--- config.mk ---
export PLATFORM = sky130hd
export DESIGN_NAME = mem_access_stage
export DESIGN_NICKNAME = d
export VERILOG_FILES = /design/src/rtl/mips_mem_pkg.sv /design/src/rtl/load_store_align.sv /design/src/rtl/mem_access_stage.sv
export SDC_FILE = /design/constraint.sdc
export NUM_CORES = 1
export LEC_CHECK = 0
export ABC_AREA = 0
export CAP_MARGIN = 15
export CORE_AREA = 2 2 150 152
export DETAILED_ROUTE_END_ITERATION = 12
export DIE_AREA = 0 0 152 154
export HOLD_SLACK_MARGIN = 0.06
export PLACE_DENSITY_LB_ADDON = 0.05
export SLEW_MARGIN = 40
export SYNTH_ARGS = -nofsm -noshare
export SYNTH_HDL_FRONTEND = slang
export SYNTH_SLANG_ARGS = --single-unit
export TNS_END_PERCENT = 5
--- constraint.sdc ---
create_clock -name clk -period 2.3 [get_ports clk]
set_input_delay 0.345 -clock clk [delete_from_list [all_inputs] [get_ports clk]]
set_output_delay 0.345 -clock clk [all_outputs]
set_load 0.02 [all_outputs]
--- src/rtl/mips_mem_pkg.sv ---
// Shared definitions for the MEM pipeline stage.
// Holds the control-vector bit positions, the MEM_SIZE encodings and the
// FSM state encoding used by mem_access_stage and load_store_align.
package mips_mem_pkg;

  // Control vector bit positions
  localparam int MEM_READ    = 0;
  localparam int MEM_WRITE   = 1;
  localparam int MEM_SIZE_LO = 2;
  localparam int MEM_SIZE_HI = 3;
  localparam int MEM_SIGNED  = 4;
  localparam int REG_WRITE   = 5;

  // MEM_SIZE encodings; 2'b11 behaves as a word access
  typedef enum logic [1:0] {
    SIZE_BYTE     = 2'b00,
    SIZE_HALF     = 2'b01,
    SIZE_WORD     = 2'b10,
    SIZE_WORD_ALT = 2'b11
  } mem_size_e;

  typedef enum logic {
    IDLE     = 1'b0,
    WAIT_ACK = 1'b1
  } mem_state_e;

endpackage

--- src/rtl/load_store_align.sv ---
// Combinational lane logic for the MEM stage.
// Store side: byte enables, lane-replicated write data and the alignment
//   check for the access currently presented by EX/MEM.
// Load side: lane selection from the returned memory word and sign/zero
//   extension, driven by the attributes latched when the access started.
// Ports:
//   st_addr_lo, st_size, st_data -> st_be, st_wdata, misaligned
//   ld_addr_lo, ld_size, ld_signed, ld_rdata -> ld_data
module load_store_align
  import mips_mem_pkg::*;
(
  input  logic [1:0]  st_addr_lo,
  input  mem_size_e   st_size,
  input  logic [31:0] st_data,
  output logic [3:0]  st_be,
  output logic [31:0] st_wdata,
  output logic        misaligned,
  input  logic [1:0]  ld_addr_lo,
  input  mem_size_e   ld_size,
  input  logic        ld_signed,
  input  logic [31:0] ld_rdata,
  output logic [31:0] ld_data
);

  function automatic logic [31:0] extend8(input logic [7:0] b, input logic sgn);
    logic signed [31:0] r;
    r = {{24{b[7] & sgn}}, b};
    return r;
  endfunction

  function automatic logic [31:0] extend16(input logic [15:0] h, input logic sgn);
    logic signed [31:0] r;
    r = {{16{h[15] & sgn}}, h};
    return r;
  endfunction

  always_comb begin
    st_be      = 4'b1111;
    st_wdata   = st_data;
    misaligned = 1'b0;
    case (st_size)
      SIZE_BYTE: begin
        st_be    = 4'b0001 << st_addr_lo;
        st_wdata = {4{st_data[7:0]}};
      end
      SIZE_HALF: begin
        st_be      = st_addr_lo[1] ? 4'b1100 : 4'b0011;
        st_wdata   = {2{st_data[15:0]}};
        misaligned = st_addr_lo[0];
      end
      default: begin
        misaligned = (st_addr_lo != 2'b00);
      end
    endcase
  end

  always_comb begin
    ld_data = ld_rdata;
    case (ld_size)
      SIZE_BYTE: ld_data = extend8(ld_rdata[{ld_addr_lo, 3'b000} +: 8], ld_signed);
      SIZE_HALF: ld_data = extend16(ld_addr_lo[1] ? ld_rdata[31:16] : ld_rdata[15:0], ld_signed);
      default:   ld_data = ld_rdata;
    endcase
  end

endmodule

--- src/rtl/mem_access_stage.sv ---
// MEM pipeline stage: issues byte/half/word loads and stores on a req/ack
// data-memory port, stalls upstream while an access is outstanding, and
// produces the registered MEM/WB bundle.
// Ports:
//   clk, reset (async, active-low)
//   EX/MEM inputs : in_valid, control_signals_in, alu_result_in, pb_in,
//                   destination_in
//   stall_out     : holds EX/MEM and earlier stages
//   dmem_*        : req/we/addr/be/wdata out, rdata/ack in
//   MEM/WB        : wb_valid_out, wb_control_out, wb_data_out,
//                   wb_destination_out
//   align_fault_out, bus_error_out : one-cycle fault pulses
module mem_access_stage
  import mips_mem_pkg::*;
#(
  parameter int ACK_TIMEOUT = 16,
  parameter int CTRL_W      = 25
) (
  input  logic              clk,
  input  logic              reset,
  input  logic              in_valid,
  input  logic [CTRL_W-1:0] control_signals_in,
  input  logic [31:0]       alu_result_in,
  input  logic [31:0]       pb_in,
  input  logic [4:0]        destination_in,
  output logic              stall_out,
  output logic              dmem_req,
  output logic              dmem_we,
  output logic [31:0]       dmem_addr,
  output logic [3:0]        dmem_be,
  output logic [31:0]       dmem_wdata,
  input  logic [31:0]       dmem_rdata,
  input  logic              dmem_ack,
  output logic              wb_valid_out,
  output logic [CTRL_W-1:0] wb_control_out,
  output logic [31:0]       wb_data_out,
  output logic [4:0]        wb_destination_out,
  output logic              align_fault_out,
  output logic              bus_error_out
);

  localparam int CNT_W = $clog2(ACK_TIMEOUT + 1);
  localparam logic [CTRL_W-1:0] REG_WRITE_MASK = ~(CTRL_W'(1) << REG_WRITE);

  mem_state_e        state, state_nxt;
  logic [CNT_W-1:0]  tmo_cnt;
  logic [CTRL_W-1:0] ctrl_p1;
  logic [31:0]       alu_p1;
  logic [4:0]        dest_p1;

  logic        mem_op, start, fault, timeout_hit;
  logic [3:0]  st_be;
  logic [31:0] st_wdata, ld_data;
  logic        misaligned;

  assign mem_op = control_signals_in[MEM_READ] | control_signals_in[MEM_WRITE];

  // Abort on the edge that closes the ACK_TIMEOUT-th unacknowledged cycle;
  // an ack in that same cycle takes priority.
  assign timeout_hit = (state == WAIT_ACK) && !dmem_ack &&
                       (tmo_cnt == CNT_W'(ACK_TIMEOUT - 1));

  load_store_align u_align (
    .st_addr_lo (alu_result_in[1:0]),
    .st_size    (mem_size_e'(control_signals_in[MEM_SIZE_HI:MEM_SIZE_LO])),
    .st_data    (pb_in),
    .st_be      (st_be),
    .st_wdata   (st_wdata),
    .misaligned (misaligned),
    .ld_addr_lo (alu_p1[1:0]),
    .ld_size    (mem_size_e'(ctrl_p1[MEM_SIZE_HI:MEM_SIZE_LO])),
    .ld_signed  (ctrl_p1[MEM_SIGNED]),
    .ld_rdata   (dmem_rdata),
    .ld_data    (ld_data)
  );

  always_ff @(posedge clk or negedge reset) begin
    if (!reset) state <= IDLE;
    else        state <= state_nxt;
  end

  always_comb begin
    state_nxt = state;
    stall_out = 1'b0;
    start     = 1'b0;
    fault     = 1'b0;
    case (state)
      IDLE: begin
        if (in_valid && mem_op) begin
          if (misaligned) begin
            fault = 1'b1;
          end else begin
            stall_out = 1'b1;
            start     = 1'b1;
            state_nxt = WAIT_ACK;
          end
        end
      end
      WAIT_ACK: begin
        // Release on the completing edge so EX/MEM advances with it
        stall_out = !(dmem_ack || timeout_hit);
        if (dmem_ack || timeout_hit) state_nxt = IDLE;
      end
      default: state_nxt = IDLE;
    endcase
  end

  always_ff @(posedge clk or negedge reset) begin
    if (!reset) tmo_cnt <= '0;
    else if (state == WAIT_ACK && !dmem_ack && !timeout_hit) tmo_cnt <= tmo_cnt + CNT_W'(1);
    else tmo_cnt <= '0;
  end

  // ---- MEM/WB boundary: request issue, access attributes, writeback bundle
  always_ff @(posedge clk or negedge reset) begin
    if (!reset) begin
      dmem_req           <= 1'b0;
      dmem_we            <= 1'b0;
      dmem_addr          <= '0;
      dmem_be            <= '0;
      dmem_wdata         <= '0;
      ctrl_p1            <= '0;
      alu_p1             <= '0;
      dest_p1            <= '0;
      wb_valid_out       <= 1'b0;
      wb_control_out     <= '0;
      wb_data_out        <= '0;
      wb_destination_out <= '0;
      align_fault_out    <= 1'b0;
      bus_error_out      <= 1'b0;
    end else begin
      align_fault_out <= 1'b0;
      bus_error_out   <= 1'b0;
      if (state == IDLE) begin
        if (start) begin
          dmem_req     <= 1'b1;
          dmem_we      <= control_signals_in[MEM_WRITE];
          dmem_addr    <= {alu_result_in[31:2], 2'b00};
          dmem_be      <= st_be;
          dmem_wdata   <= st_wdata;
          ctrl_p1      <= control_signals_in;
          alu_p1       <= alu_result_in;
          dest_p1      <= destination_in;
          wb_valid_out <= 1'b0;
        end else begin
          wb_valid_out       <= in_valid;
          wb_control_out     <= fault ? (control_signals_in & REG_WRITE_MASK) : control_signals_in;
          wb_data_out        <= alu_result_in;
          wb_destination_out <= destination_in;
          align_fault_out    <= fault;
        end
      end else if (dmem_ack) begin
        dmem_req           <= 1'b0;
        wb_valid_out       <= 1'b1;
        wb_control_out     <= ctrl_p1;
        wb_data_out        <= dmem_we ? alu_p1 : ld_data;
        wb_destination_out <= dest_p1;
      end else if (timeout_hit) begin
        dmem_req           <= 1'b0;
        bus_error_out      <= 1'b1;
        wb_valid_out       <= 1'b1;
        wb_control_out     <= ctrl_p1 & REG_WRITE_MASK;
        wb_data_out        <= alu_p1;
        wb_destination_out <= dest_p1;
      end
    end
  end

endmodule

# Yosys cells after proc, flatten, opt, wreduce, memory -nomap -nowiden
# Cells that the tools add are included.
[totals]
rom_bits = 0
regBits = 201
ramBits = 0
elab_cells = 86
latchBits = 0
memories = 0
out_inout_bits = 136
[classes]
n_mul = 0
eq_ne = 5
n_bitwise = 4
n_reduce_logical = 15
addsub = 1
order_cmp = 0
div = 0
mux = 43
shifts = 2
[ops]
columns = ["op", "n"]
rows = [
  ["32-bit two-way mux", 5],
  ["32-bit one-hot mux with 2 select lines", 2],
  ["25-bit two-way mux", 4],
  ["32-bit by 6-bit indexed part select with 8-bit output", 1],
  ["5-bit two-way mux", 5],
  ["1-bit two-way mux", 20],
  ["16-bit two-way mux", 1],
  ["4-bit one-hot mux with 2 select lines", 1],
  ["6-bit two-way mux", 1],
  ["1-bit one-hot mux with 2 select lines", 3],
  ["2-bit AND reduction", 3],
  ["5-bit by 1-bit adder with 5-bit output (second input constant)", 1],
  ["5-bit by 4-bit equality test with 1-bit output (second input constant)", 1],
  ["2-bit by 1-bit equality test with 1-bit output (second input constant)", 2],
  ["1-bit logical AND", 4],
  ["2-bit zero test", 2],
  ["4-bit two-way mux", 1],
  ["2-bit nonzero test", 2],
  ["1-bit by 2-bit left shift with 4-bit output (first input constant)", 1],
  ["1-bit zero test", 3],
  ["3-bit by 2-bit != test with 1-bit output (second input constant)", 1],
  ["1-bit bitwise AND", 2],
  ["2-bit != test (second input constant)", 1],
  ["1-bit logical OR", 1],
  ["other kinds (2)", 2],
]

# Logic depth before layout (Yosys ltp)
[depth]
depth_word = 8
ltp_mapped = 9

# Cells and area by module
# Synthesis repeated with hierarchy kept, for this count alone.
[hier_totals]
cells_unflattened = 773
hier_area_um2 = 9054.9
[by_module_without_submodules]
columns = ["module", "n_inst", "area_each_um2", "cells_each", "seq_area_each_um2"]
rows = [
  ["mem_access_stage", 1, 7860.0, 592, 4254.1],
  ["load_store_align", 1, 1194.9, 181, 0.0],
]

# Worst setup path before layout
# Ideal clock, no wire load.
[synth_path]
kind = "reg-to-output"
startpoint = "register tmo_cnt[0]"
endpoint = "output port stall_out"
n_path_buf = 1
arrival_time_ns = 1.852
setup_slack_ns = 0.103
stages_incl_launch_ff = 8
path_cell_list = "dfrtp_1 ha_1 and3_1 ha_1 nor3b_1 a41oi_2 inv_2 buf_2"
[synth_via]
elab_chain_cells = 5
[synth_lines]
columns = ["element", "line_no", "rtl"]
rows = [
  ["from (decl)", "mem_access_stage.sv:46", "logic [CNT_W-1:0] tmo_cnt;"],
  ["from (signal assigned)", "mem_access_stage.sv:110", "else if (state == WAIT_ACK && !dmem_ack && !timeout_hit) tmo_cnt <= tmo_cnt + CNT_W'(1);"],
  ["5-bit by 4-bit equality test with 1-bit output", "mem_access_stage.sv:61", "(tmo_cnt == CNT_W'(ACK_TIMEOUT - 1));"],
  ["1-bit logical AND", "mem_access_stage.sv:60", "assign timeout_hit = (state == WAIT_ACK) && !dmem_ack &&"],
  ["1-bit logical OR", "mem_access_stage.sv:101", "stall_out = !(dmem_ack || timeout_hit);"],
  ["1-bit zero test", "mem_access_stage.sv:101", ""],
  ["1-bit one-hot mux with 2 select lines", "mem_access_stage.sv:87", "case (state)"],
  ["to (decl)", "mem_access_stage.sv:26", "output logic stall_out,"],
]
# Every way passes these cells.

# Final worst setup path
# Ends and elaborated chain as after synthesis.

==> qor.yml <==
status: "finished clean"
grt_max_degree: 94
drive_gt1_frac: 0.08600
place_congestion: 0.7925
path_buf_inv: 3
syn_avg_cell_area_um2: 9.019
syn_area_um2: 8586
dieWidth_um: 152
maxCapViolations: 0
period_minus_slack_ns: 2.259
cp-start-kind: "flip-flop"
drt_iter0_markers: 467
overflow: 0
min_path_type: "input pin to asynchronous set/reset pin"
num_vias: 7461
maxSlewHeadroom: 0.4853
rsz0062_at_grt: "yes"
synth_compound_area_frac: 0.1399
grt_pass1_vias: 7442
antenna_found_initial: 0
cts_sinks: 170
clkLatencyLatePin_ns: 0.44
grt_pass1_wl_um: 41720
pin_count: 266
dp_slack_ns: -0.1237
fin_skew_ns: 0.01516
synth_top_family_by_area: "simple AND/OR/NAND/NOR gates"
firstDrtPassIters: 4
reg2reg_depth: 11
r2r_start: "tmo_cnt[0]"
cellPowerDensity_nw_per_um2: 921.5
worstReg2RegEnd: "wb_data_out[21]"
final.period_utilization: 0.9822
coreArea_um2: 21690
cp-end-kind: "primary output"
cp.arrival_ns: 1.91
n_fill_cell: 2012
clock_tree.root_cell: "clkbuf_16"
hold_viol: 0
area_delta_synth_final_pct: 40.85
num_antenna_cells: 0
start_util: 0.3959
vias_per_cell: 5.089
synth_cells: 952
cts_buffers: 17
die_area_um2: 23410
max_freq_mhz: 442.7
portBuffers: 263
slew_violations: 0
synth_top_flop_cell: "dfrtp_1"
clk_pin_slew_ns: 0.07
worst_hold_slack_ns: 0.4077
synth_xor_area_frac: 0.004080
route.detailed.drc: 0
synth_fa_ha_area_frac: 0.002915
worst_path_largest_cell_delay_ns: 0.38
leakagePower_uw: 0.005339
yosys_warnings: 0
cp_cell_sequence: "ha_2 -> and3_4 -> ha_4 -> nor3b_2 -> buf_4 -> a41oi_4 -> inv_2 -> buf_6"
track_usage: 0.2253
htreeDepth: 4
wl_per_cell_um: 17.87
crit_type: "flip-flop to primary output"
async_flop_share: 1.000
crit_family: "flip-flops"
num_rows: 54
cp_max_fo: 2
tightest_slew_ns: 0.7721
yosysUniqueCellTypes: 52
worst_slack_ns: 0.04088
p_total_uw: 11140
r2r_slack_ns: 0.13
setup_viol: 0
cts_tree: "done"
dp_hpwl_um: 17900
finalNetCount: 1305
antenna_left: 0
fp.dieH_um: 154
synth_seq_cells: 170
synth_seq_area_share: 0.4955
cp.required_ns: 1.96
synth-simple-area-share: 0.1964
synth.area.mux_share: 0.08962
slowest_stage: "dfrtp_1"
wl_um: 26200
clock_path_buffers: 2
synth_edf_count: 0
peakVddDrop_v: 0.0005014
[cells by family (layout without fill, tap and decap cells)]
kind of cell	Yosys count	count (layout)
fa+ha+maj	2	2
mux	76	76
other cells	1	2
buf+inv	115	348
flops	170	170
compound gates	198	198
xor+xnor	4	4
simple gates	386	386
[area by class of cell]
class,instances,area [um2],share of cell area
multi-input cells,668,3776,0.3123
clock inverters,15,172.7,0.01428
flip-flops and latches,170,4258,0.3521
inverters,16,60.06,0.004966
repair buffers,300,3050,0.2523
clock buffers,17,425.4,0.03518
well taps,280,350.3,0.02897
[report_power, final]
part	total (uW)	switching [uW]	internal, uW
sequential	4200	516	3690
clock	2920	1450	1470
combinational	4020	2130	1890
[sequential cells by signal (all words and copies together) (netlist names), 4 cells and up]
signal              cells
ctrl_p1                25
tmo_cnt                 5
dmem_wdata             32
wb_destination_out      5
dmem_be                 4
wb_data_out            32
alu_p1                 32
dest_p1                 5
wb_control_out         25
[timing repair]
item,CTS,global route
hold buffers,1,0
setup buffers,1,0
endpoints found under the setup margin,1,3
gates resized for setup,12,1
endpoints found under the hold margin,41,0
pin swaps,3,3
[synthesized netlist by cell type (11+ instances only)]
library cell | n | area share
nand2_1 | 254 | 0.11
dfrtp_1 | 170 | 0.50
mux2i_1 | 69 | 0.080
nor2_1 | 60 | 0.026
o21ai_0 | 59 | 0.034
a21oi_1 | 58 | 0.034
buf_4 | 36 | 0.031
buf_2 | 35 | 0.020
a31oi_1 | 31 | 0.023
clkbuf_1 | 26 | 0.011
nor2b_1 | 22 | 0.016
nand3b_1 | 16 | 0.014
inv_1 | 15 | 0.0066
a221oi_1 | 11 | 0.011
o21ai_1 | 11 | 0.0064
[how the worst max path moves through the flow]
| stage | from | to | slack (ns) | cells after the start |
|---|---|---|---|---|
| final | tmo_cnt[0] | stall_out | 0.04 | 8 |
| after global routing | tmo_cnt[0] | stall_out | -0.05 | 8 |
| after CTS | tmo_cnt[1] | stall_out | 0.007 | 8 |
| after detailed placement | tmo_cnt[0] | stall_out | -0.12 | 8 |
| after global placement | tmo_cnt[0] | stall_out | -0.08 | 8 |
| after floorplan | tmo_cnt[0] | stall_out | 0.10 | 7 |
[per-layer routing]
layer,global-route usage,part of all wire
met1,0.2925,0.45
met2,0.3674,0.47
met3,0.06313,0.065
met4,0.06943,0.017
met5,0,0
[stage by stage]
stage,TNS (ns),utilization,instances,cell area [um2]
floorplan,0,-,953,8589
global placement,-0.08079,0.5276,1432,11440
detailed placement,-0.1256,0.5276,1432,11440
CTS,0,0.5572,1466,12090
global route,-0.05173,0.5576,1466,12090
finish,0,0.5576,1466,12090
[cell usage in the layout, fill, tap and decap left out, types with 11 or more instances in the layout]
| master | synthesis | layout |
|---|---|---|
| a31oi_1 | 31 | 31 |
| nand3b_1 | 16 | 16 |
| clkbuf_16 | 0 | 17 |
| clkdlybuf4s50_1 | 0 | 261 |
| inv_1 | 15 | 15 |
| mux2i_1 | 69 | 69 |
| a21oi_1 | 58 | 58 |
| a221oi_1 | 11 | 11 |
| o21ai_1 | 11 | 11 |
| nor2b_1 | 22 | 21 |
| buf_4 | 36 | 26 |
| o21ai_0 | 59 | 59 |
| nand2_1 | 254 | 254 |
| dfrtp_1 | 170 | 169 |
| nor2_1 | 60 | 59 |
Power figures use the tool's default switching activity.
